<file path="src/rtl/truth_table_pkg.sv">
// Shared definitions for the truth-table sweeper: the mode encoding for the
// function network and the sweep controller state type.
package truth_table_pkg;

    localparam int MODE_W = 3;

    // Function select encoding; the value doubles as the index of the result
    // inside the network's function vector.
    localparam logic [MODE_W-1:0] MODE_AND     = 3'd0;
    localparam logic [MODE_W-1:0] MODE_OR      = 3'd1;
    localparam logic [MODE_W-1:0] MODE_NAND    = 3'd2;
    localparam logic [MODE_W-1:0] MODE_NOR     = 3'd3;
    localparam logic [MODE_W-1:0] MODE_XOR     = 3'd4;
    localparam logic [MODE_W-1:0] MODE_XNOR    = 3'd5;
    localparam logic [MODE_W-1:0] MODE_INHIBIT = 3'd6;
    localparam logic [MODE_W-1:0] MODE_IMPLY   = 3'd7;

    typedef enum logic [1:0] {
        ST_IDLE  = 2'd0,
        ST_SWEEP = 2'd1,
        ST_DONE  = 2'd2
    } state_e;

endpackage

</file>
<file path="src/rtl/nand_nor_func.sv">
// Combinational function network: evaluates the selected logic function of
// vec under mode using nothing but 2-input NAND and NOR gates. Every derived
// gate (inverter, AND, OR, XOR, decoder, mux) is composed from nand2/nor2.
module nand_nor_func
    import truth_table_pkg::*;
#(
    parameter int N_IN = 2
) (
    input  logic [N_IN-1:0]   vec,
    input  logic [MODE_W-1:0] mode,
    output logic              s
);

    function automatic logic nand2(input logic x, input logic y);
        return ~(x & y);
    endfunction

    function automatic logic nor2(input logic x, input logic y);
        return ~(x | y);
    endfunction

    function automatic logic inv(input logic x);
        return nand2(x, x);
    endfunction

    function automatic logic and2(input logic x, input logic y);
        return inv(nand2(x, y));
    endfunction

    function automatic logic or2(input logic x, input logic y);
        return inv(nor2(x, y));
    endfunction

    function automatic logic xor2(input logic x, input logic y);
        logic t;
        t = nand2(x, y);
        return nand2(nand2(x, t), nand2(y, t));
    endfunction

    // One-hot decode of a 3-bit select against a fixed code.
    function automatic logic dec3(input logic [2:0] m, input logic [2:0] code);
        logic l0, l1, l2;
        l0 = code[0] ? m[0] : inv(m[0]);
        l1 = code[1] ? m[1] : inv(m[1]);
        l2 = code[2] ? m[2] : inv(m[2]);
        return and2(and2(l0, l1), l2);
    endfunction

    logic              and_all;
    logic              or_all;
    logic              xor_all;
    logic              and_rest;
    logic              a_n;
    logic              inhibit;
    logic              imply;
    logic [7:0]        f;
    logic              sum_n;

    // Reduce the inputs, build all eight candidate functions, then select one.
    always_comb begin
        // NOTE: blocking assignments in combinational logic, so each stage of a
        // reduction chain sees the value produced by the previous stage.
        and_all = vec[0];
        or_all  = vec[0];
        xor_all = vec[0];
        for (int i = 1; i < N_IN; i++) begin
            and_all = and2(and_all, vec[i]);
            or_all  = or2(or_all, vec[i]);
            xor_all = xor2(xor_all, vec[i]);
        end

        // AND of every input except the MSB "a".
        and_rest = vec[0];
        for (int i = 1; i < N_IN - 1; i++) begin
            and_rest = and2(and_rest, vec[i]);
        end

        a_n = inv(vec[N_IN-1]);
        if (N_IN == 1) begin
            // With a single input there is no "rest": both collapse to ~a.
            inhibit = a_n;
            imply   = a_n;
        end else begin
            inhibit = and2(a_n, and_rest);
            imply   = or2(a_n, and_rest);
        end

        f               = '0;
        f[MODE_AND]     = and_all;
        f[MODE_OR]      = or_all;
        f[MODE_NAND]    = inv(and_all);
        f[MODE_NOR]     = inv(or_all);
        f[MODE_XOR]     = xor_all;
        f[MODE_XNOR]    = inv(xor_all);
        f[MODE_INHIBIT] = inhibit;
        f[MODE_IMPLY]   = imply;

        // Sum-of-products mux as NAND-NAND: s = ~&(~(sel_k & f_k)).
        sum_n = 1'b1;
        for (int k = 0; k < 8; k++) begin
            sum_n = and2(sum_n, nand2(dec3(mode, 3'(k)), f[k]));
        end
        s = inv(sum_n);
    end

endmodule

</file>
<file path="src/rtl/truth_table_sweeper.sv">
// Truth-table sweeper: on an accepted start it latches mode, walks vec through
// every input combination, captures the function output for each vector into
// table_out, then pulses done for one cycle.
// Optional feature macro: TT_SWEEP_CHECK_EN adds the expected input and the
// mismatch output comparing the captured table against it.
module truth_table_sweeper
    import truth_table_pkg::*;
#(
    parameter  int N_IN = 2,
    localparam int TT_W = 2 ** N_IN
) (
    input  logic              clk,
    input  logic              rst_n,
    input  logic              start,
    input  logic [MODE_W-1:0] mode,
`ifdef TT_SWEEP_CHECK_EN
    input  logic [TT_W-1:0]   expected,
    output logic              mismatch,
`endif
    output logic [N_IN-1:0]   vec,
    output logic              s,
    output logic [TT_W-1:0]   table_out,
    output logic              busy,
    output logic              done
);

    state_e            state_q, state_d;
    logic [N_IN-1:0]   cnt_q, cnt_d;
    logic [MODE_W-1:0] mode_q, mode_d;
    logic [TT_W-1:0]   table_q, table_d;
`ifdef TT_SWEEP_CHECK_EN
    logic [TT_W-1:0]   expected_q, expected_d;
`endif

    nand_nor_func #(
        .N_IN (N_IN)
    ) u_func (
        .vec  (cnt_q),
        .mode (mode_q),
        .s    (s)
    );

    // Sweep controller: next state, counter, mode latch and table capture.
    always_comb begin
        // NOTE: every _d gets its hold value first, so no branch can leave one
        // unassigned and infer a latch.
        state_d = state_q;
        cnt_d   = cnt_q;
        mode_d  = mode_q;
        table_d = table_q;
`ifdef TT_SWEEP_CHECK_EN
        expected_d = expected_q;
`endif
        unique case (state_q)
            ST_IDLE: begin
                if (start) begin
                    state_d = ST_SWEEP;
                    cnt_d   = '0;
                    mode_d  = mode;
                    table_d = '0;
`ifdef TT_SWEEP_CHECK_EN
                    expected_d = expected;
`endif
                end
            end
            ST_SWEEP: begin
                table_d[cnt_q] = s;
                // Counter is exactly N_IN bits, so the last vector wraps to 0.
                cnt_d = cnt_q + 1'b1;
                if (&cnt_q) begin
                    state_d = ST_DONE;
                end
            end
            ST_DONE: begin
                state_d = ST_IDLE;
            end
            default: begin
                state_d = ST_IDLE;
            end
        endcase
    end

    // State registers with asynchronous active-low reset.
    always_ff @(posedge clk or negedge rst_n) begin
        if (!rst_n) begin
            // NOTE: non-blocking assignments for all flops so every register
            // samples pre-edge values.
            state_q <= ST_IDLE;
            cnt_q   <= '0;
            mode_q  <= MODE_AND;
            // NOTE: the capture table is a flop bank, not a RAM, so it is reset
            // with the rest of the state.
            table_q <= '0;
`ifdef TT_SWEEP_CHECK_EN
            expected_q <= '0;
`endif
        end else begin
            state_q <= state_d;
            cnt_q   <= cnt_d;
            mode_q  <= mode_d;
            table_q <= table_d;
`ifdef TT_SWEEP_CHECK_EN
            expected_q <= expected_d;
`endif
        end
    end

    assign vec       = cnt_q;
    assign table_out = table_q;
    assign busy      = (state_q != ST_IDLE);
    assign done      = (state_q == ST_DONE);

`ifdef TT_SWEEP_CHECK_EN
    assign mismatch  = done && (table_q != expected_q);
`endif

endmodule
</file>
<file path="config.mk">
export PLATFORM = sky130hd
export DESIGN_NAME = truth_table_sweeper
export DESIGN_NICKNAME = d
export VERILOG_FILES = /design/src/rtl/truth_table_pkg.sv /design/src/rtl/nand_nor_func.sv /design/src/rtl/truth_table_sweeper.sv
export SDC_FILE = /design/constraint.sdc
export NUM_CORES = 1
export LEC_CHECK = 0
export BUFFER_PORTS_ARGS = -buffer_cell sky130_fd_sc_hd__clkbuf_2
export CAP_MARGIN = 15
export CORE_MARGIN = 3
export CORE_UTILIZATION = 39
export CTS_BUF_LIST = sky130_fd_sc_hd__clkbuf_2 sky130_fd_sc_hd__clkbuf_4 sky130_fd_sc_hd__clkbuf_8
export CTS_CLUSTER_SIZE = 25
export DETAILED_ROUTE_END_ITERATION = 10
export GPL_ROUTABILITY_DRIVEN = 0
export GPL_TIMING_DRIVEN = 0
export PLACE_DENSITY = 0.62
export SYNTH_ARGS = -nofsm -noshare
export SYNTH_HDL_FRONTEND = slang
export SYNTH_HIERARCHICAL = 1
export SYNTH_SLANG_ARGS = --single-unit
</file>
<file path="constraint.sdc">
create_clock -name clk -period 1.5 [get_ports clk]
set_input_delay 0.3 -clock clk [delete_from_list [all_inputs] [get_ports clk]]
set_output_delay 0.3 -clock clk [all_outputs]
set_load 0.01 [all_outputs]
</file>
==> results of run 1 <==
[metal layers]
metal / track usage, % / vias up / wire (um)
li1: - / 279 / -
met1: 18.61 / 270 / 696
met2: 19.79 / 10 / 610
met3: 3.383 / 2 / 55
met4: 4.839 / 0 / 9
met5: 0 / - / 0
[cells in the final DEF (no fill, tap or decap), types with 4 or more instances in the layout]
| master | synthesis | final |
|---|---|---|
| buf_4 | 0 | 6 |
| o221ai_2 | 0 | 4 |
| ha_1 | 8 | 7 |
| clkbuf_4 | 0 | 4 |
| nand3b_1 | 6 | 6 |
| nand2_1 | 5 | 5 |
| dfrtp_2 | 0 | 4 |
| dfrtp_1 | 11 | 7 |
| clkbuf_2 | 0 | 14 |
| inv_1 | 8 | 6 |
[where the power goes]
part	leakage (nW)	total, mW	internal (mW)	switching (mW)
clock network	0.0184	0.214	0.121	0.0934
logic	0.277	1.22	0.608	0.609
registers	0.133	0.572	0.428	0.145
total	0.429	2.00	1.16	0.847
[layout make-up]
type | instances | share of cell area, %
Timing Repair Buffer | 21 | 13.62
Tap cell | 16 | 2.180
Sequential cell | 11 | 30.52
Multi-Input combinational cell | 46 | 46.59
Buffer | 1 | 0.5450
Clock buffer | 4 | 3.270
Inverter | 8 | 3.270
[worst paths after layout]
path                                   startpoint                        to  slack, ns  cells after the start
max                            vec[1]$_DFFE_PN0P_                         s      -0.30                      6
min                                       mode[1]     mode_q[1]$_DFFE_PN0P_       0.27                      2
max reg2reg                    vec[1]$_DFFE_PN0P_  table_out[2]$_DFFE_PN0P_      -0.06                      8
min reg2reg                state_q[1]$_DFFE_PN0P_    state_q[0]$_DFFE_PN0P_       0.53                      1
max in group asynchronous                   rst_n    state_q[1]$_DFFE_PN0P_       0.82                      2
min in group asynchronous                   rst_n     mode_q[2]$_DFFE_PN0P_       0.45                      2
[registers in the layout, summed over array words and instances, names as in the netlist]
register   count
state_q        2
vec            2
mode_q         3
table_out      4
[cells by family after synthesis]
logic type,synth area share [%]
simple gates,23.32
fa+ha+maj,14.57
compound gates,10.75
xor+xnor,1.275
buf+inv,5.100
flops,40.07
mux,4.918
[metrics by stage]
stage,hold WS [ns],setup WS [ns]
after floorplan,0.004409,-0.05000
after global placement,0.1924,-0.08116
after detailed placement,0.1954,-0.1094
after CTS,0.2629,-0.3108
after global routing,0.2631,-0.3806
final,0.2714,-0.2980
[repair_timing]
action,CTS,global route
endpoints found under the hold margin,11,0
pin swaps,4,4
hold buffers,1,0
setup buffers,8,3
setup endpoints to repair,5,6
gates resized for setup,5,4
==> flow_summary.ini, run 1 <==
[detailed_routing]
drc_errors = 0
wl_per_cell_um = 12.81
drt_pre_antenna_iters = 4
vias = 561
drt_iter0_drc = 7
avgViaCountPerCell = 5.243
ant_nets = 0
drt-total-wl_mm = 1.371

[sta]
fin_skew_ns = 0.002135
hold_viol = 0
tightest_slew_ns = 0.2786
rsz0062_at_grt = yes
slew_violations = 0
fin_crit_sh_pct = 119.9
timing.final.ws_setup_ns = -0.2980
slew_headroom_pct = 81.43
period_needed_ns = 1.798
setup_tns_ns = -0.5385
max_freq_mhz = 556.2
setup_viol = 5

[outcome]
status = finished, violations left
violations = negative setup slack

[placement]
dp_hpwl_um = 967.3
placed_cell_area_um2 = 792.0
portBuffers = 14
dpl.cell_count = 96

[synth]
synth_area_um2 = 686.9
synth_flop_cell = dfrtp_1
synth_seq_cells = 11
syn_inst = 66
yosysMostFrequentCell = dfrtp_1
avgSynthCellArea_um2 = 10.41
yosys.area.top_type = dfrtp_1
netlist-cell-type-count = 24
synth_nets = 80
async_flop_share_pct = 100.0
netlist_top_cells_count = dfrtp_1 (11), ha_1 (8), inv_1 (8)
synth_area_leaders = dfrtp_1 (40%), ha_1 (15%), nand3b_1 (6.6%)
seq_area_frac_synth_pct = 40.07
synth_edf_count = 0
yosysTopAreaCellShare_pct = 40.07
yosys_warnings = 6

[grt]
grt_first_pass_wirelength_mm = 2.132
grt_max_degree = 12
grt_pass1_vias = 479
overflow = 0
grt_usage_pct = 13.36
antenna_found_initial = 0

[layout]
layout-drive-gt1-share_pct = 49.45
fin_util_pct = 58.25
stdcell_area_um2 = 918.4
nets = 106
area_growth_syn_to_layout_pct = 33.70
diodes = 0
regArea_um2 = 280.3
nFillCells = 135
fin_cells = 107
multi_input_area_um2 = 427.9

[worst_setup_path]
required_ns = 1.20
critical_path.cell_chain = inv_2, ha_4, xor2_1, nand3b_1, nand4b_1, clkbuf_2
crit_buf_inv = 2
critPathArrivalTime_ns = 1.50
cp-start-kind = flop
crit_type = flop to output pin
critPathCaptureType = output pin
slowest_delay_ns = 0.44
crit_slowest_cell = dfrtp_2
worst-path-max-fanout = 4
cpLargestDelayFamily = flip-flops

[die]
core_area_um2 = 1577
die_h_um = 47.97
core.rowCount = 14
io_pins = 15
die_w_um = 47.97
dieArea_um2 = 2301
start_util_pct = 43.57

[clocking]
clockRootBuffer = clkbuf_4
cts_tree = built
clockBufferDepth = 2
cts.htree.levels = 1
cts_buffers = 3
cts_sinks = 11
clk_pin_slew_worst_paths_ns = 0.07
clk_latency_ns = 0.26

[power]
fin_total_pwr_mw = 2.003
p_leak_nw = 0.4285
vdd_drop_max_mv = 1.132
power_density_nw_per_um2 = 2181

[job]
drv_cap = 0

[worst_hold_path]
holdCritPathClass = input pin to flop
(Power assumes the default switching activity.)
==> inputs of run 2 (changes only) <==
--- a/config.mk
+++ b/config.mk
@@ -7,7 +7,7 @@
 export LEC_CHECK = 0
 export BUFFER_PORTS_ARGS = -buffer_cell sky130_fd_sc_hd__clkbuf_2
 export CAP_MARGIN = 15
-export CORE_MARGIN = 3
+export CORE_MARGIN = 5
 export CORE_UTILIZATION = 39
 export CTS_BUF_LIST = sky130_fd_sc_hd__clkbuf_2 sky130_fd_sc_hd__clkbuf_4 sky130_fd_sc_hd__clkbuf_8
 export CTS_CLUSTER_SIZE = 25
@@ -15,6 +15,7 @@
 export GPL_ROUTABILITY_DRIVEN = 0
 export GPL_TIMING_DRIVEN = 0
 export PLACE_DENSITY = 0.62
+export SKIP_LAST_GASP = 1
 export SYNTH_ARGS = -nofsm -noshare
 export SYNTH_HDL_FRONTEND = slang
 export SYNTH_HIERARCHICAL = 1
==> flow_summary.ini, run 2 (synthesis gave the netlist of run 1 again) <==
[outcome]
status = finished, violations left
violations = negative setup slack

[worst_setup_path]
required_ns = 1.20
crit_slowest_cell = dfrtp_2
cp-start-kind = flop
critical_path.cell_chain = inv_2, ha_4, xor2_1, nand3b_1, nand4b_1, clkbuf_2
crit_type = flop to output pin
slowest_delay_ns = 0.43
crit_start = vec[1]$_DFFE_PN0P_
worst-path-max-fanout = 4
cpLargestDelayFamily = flip-flops
crit_buf_inv = 2
regToRegStartpoint = vec[1]$_DFFE_PN0P_
critPathArrivalTime_ns = 1.53
path_depth = 6
worst_r2r_path_depth = 8
critPathCaptureType = output pin

[detailed_routing]
drt_pre_antenna_iters = 4
ant_nets = 0
drt_iter0_drc = 4
drc_errors = 0
drt-total-wl_mm = 1.418
avgViaCountPerCell = 4.948
wl_per_cell_um = 12.22
vias = 574

[die]
core.rowCount = 15
die_w_um = 51.97
die_h_um = 51.97
start_util_pct = 40.22
core_area_um2 = 1708
dieArea_um2 = 2700
io_pins = 15

[grt]
grt_max_degree = 12
grt_usage_pct = 12.92
grt_pass1_vias = 577
overflow = 0
antenna_found_initial = 0
grt_first_pass_wirelength_mm = 2.587

[clocking]
clockRootBuffer = clkbuf_4
cts_buffers = 3
cts_tree = built
clockBufferDepth = 2
clk_pin_slew_worst_paths_ns = 0.07
cts.htree.levels = 1
clk_latency_ns = 0.27
cts_sinks = 11

[sta]
tightest_slew_ns = 0.2824
fin_skew_ns = 0.001846
period_needed_ns = 1.833
slew_violations = 0
hold_viol = 0
rsz0062_at_grt = yes
fin_crit_sh_pct = 122.2
timing.final.ws_setup_ns = -0.3335
max_freq_mhz = 545.4
setup_viol = 5
slew_headroom_pct = 81.17
fin_hold_ws_ns = 0.2614
setup_tns_ns = -0.7037

[layout]
largest_register_ffs = 4
diodes = 0
area_growth_syn_to_layout_pct = 35.34
final_common_cell = clkbuf_2
final_cell_mix = clkbuf_2 (14), ha_1 (7), dfrtp_1 (7)
stdcell_area_um2 = 929.6
fin_cells = 116
layout-drive-gt1-share_pct = 49.45
nets = 106

[power]
p_sw_mw = 0.8572
fin_total_pwr_mw = 2.008
pwr-share-clk_pct = 11.0
switching_share_pct = 42.69
p_leak_nw = 0.4288
vdd_drop_max_mv = 1.080
p_comb_share_pct = 60.3
power_density_nw_per_um2 = 2160
internal-power_mw = 1.151
power.sequential.fraction_pct = 28.7

[worst_hold_path]
worstHoldStart = mode[2]
worstHoldPathCells = 2
holdCritPathClass = input pin to flop

[job]
drv_cap = 0

[placement]
dpl.cell_count = 105
dp_hpwl_mm = 1.012
portBuffers = 14
placed_cell_area_um2 = 803.3
run 2: cell counts in the layout (fill, tap and decap cells not counted):
No cell type changed its count.
run 2: per-stage QoR:
step	util, %	setup WS, ns
global route	54.43	-0.4112
finish	54.43	-0.3335
detailed placement	47.03	-0.1238
global placement	47.03	-0.07649
CTS	53.04	-0.3096
floorplan	-	-0.05000
run 2: final timing paths:
kind                                                  to  slack [ns]
worst max-delay path                                   s       -0.33
worst min-delay path               mode_q[2]$_DFFE_PN0P_        0.26
worst max register to register  table_out[2]$_DFFE_PN0P_       -0.10
worst min register to register    state_q[0]$_DFFE_PN0P_        0.53
max in group asynchronous             vec[0]$_DFFE_PN0P_        0.82
min in group asynchronous       table_out[1]$_DFFE_PN0P_        0.44
run 2: power by group through the flow:
stage | logic [mW] | registers (mW) | clock network, mW
2_1_floorplan | 0.622 | 0.591 | 0
3_3_place_gp | 0.869 | 0.600 | 0
3_5_place_dp | 0.893 | 0.607 | 0
4_1_cts | 1.14 | 0.578 | 0.231
5_1_grt | 1.35 | 0.606 | 0.246
6_report | 1.21 | 0.576 | 0.221
run 2: area by class of cell:
type	count	area (um2)
fill	153	778.2
multi-input combinational	46	427.9
sequential	11	280.3
timing repair buffer	21	125.1
tap	25	31.28
clock buffer	4	30.03
inverter	8	30.03
buffer	1	5.005
run 2: routing by layer:
layer	global-route usage, %	vias up	part of all wire, %
li1	-	280	-
met1	15.37	284	43
met2	21.76	8	53
met3	5.158	2	2.8
met4	2.620	0	0.71
met5	0	-	0
run 2: what timing repair did:
item | CTS | global route
pin swaps | 0 | 1
hold endpoints to repair | 11 | 0
gates cloned | 0 | 0
setup endpoints to repair | 5 | 6
hold buffers | 1 | 0
setup buffers | 4 | 3
gates resized for setup | 5 | 4
run 2: worst reg2reg max path, cell delays in order, from the launching register on:
cell,delay (ns)
dfrtp_2,0.43
inv_2,0.09
ha_4,0.20
xor2_1,0.15
nand3b_1,0.10
nand4b_1,0.14
buf_4,0.18
nand2b_4,0.10
o221ai_2,0.10
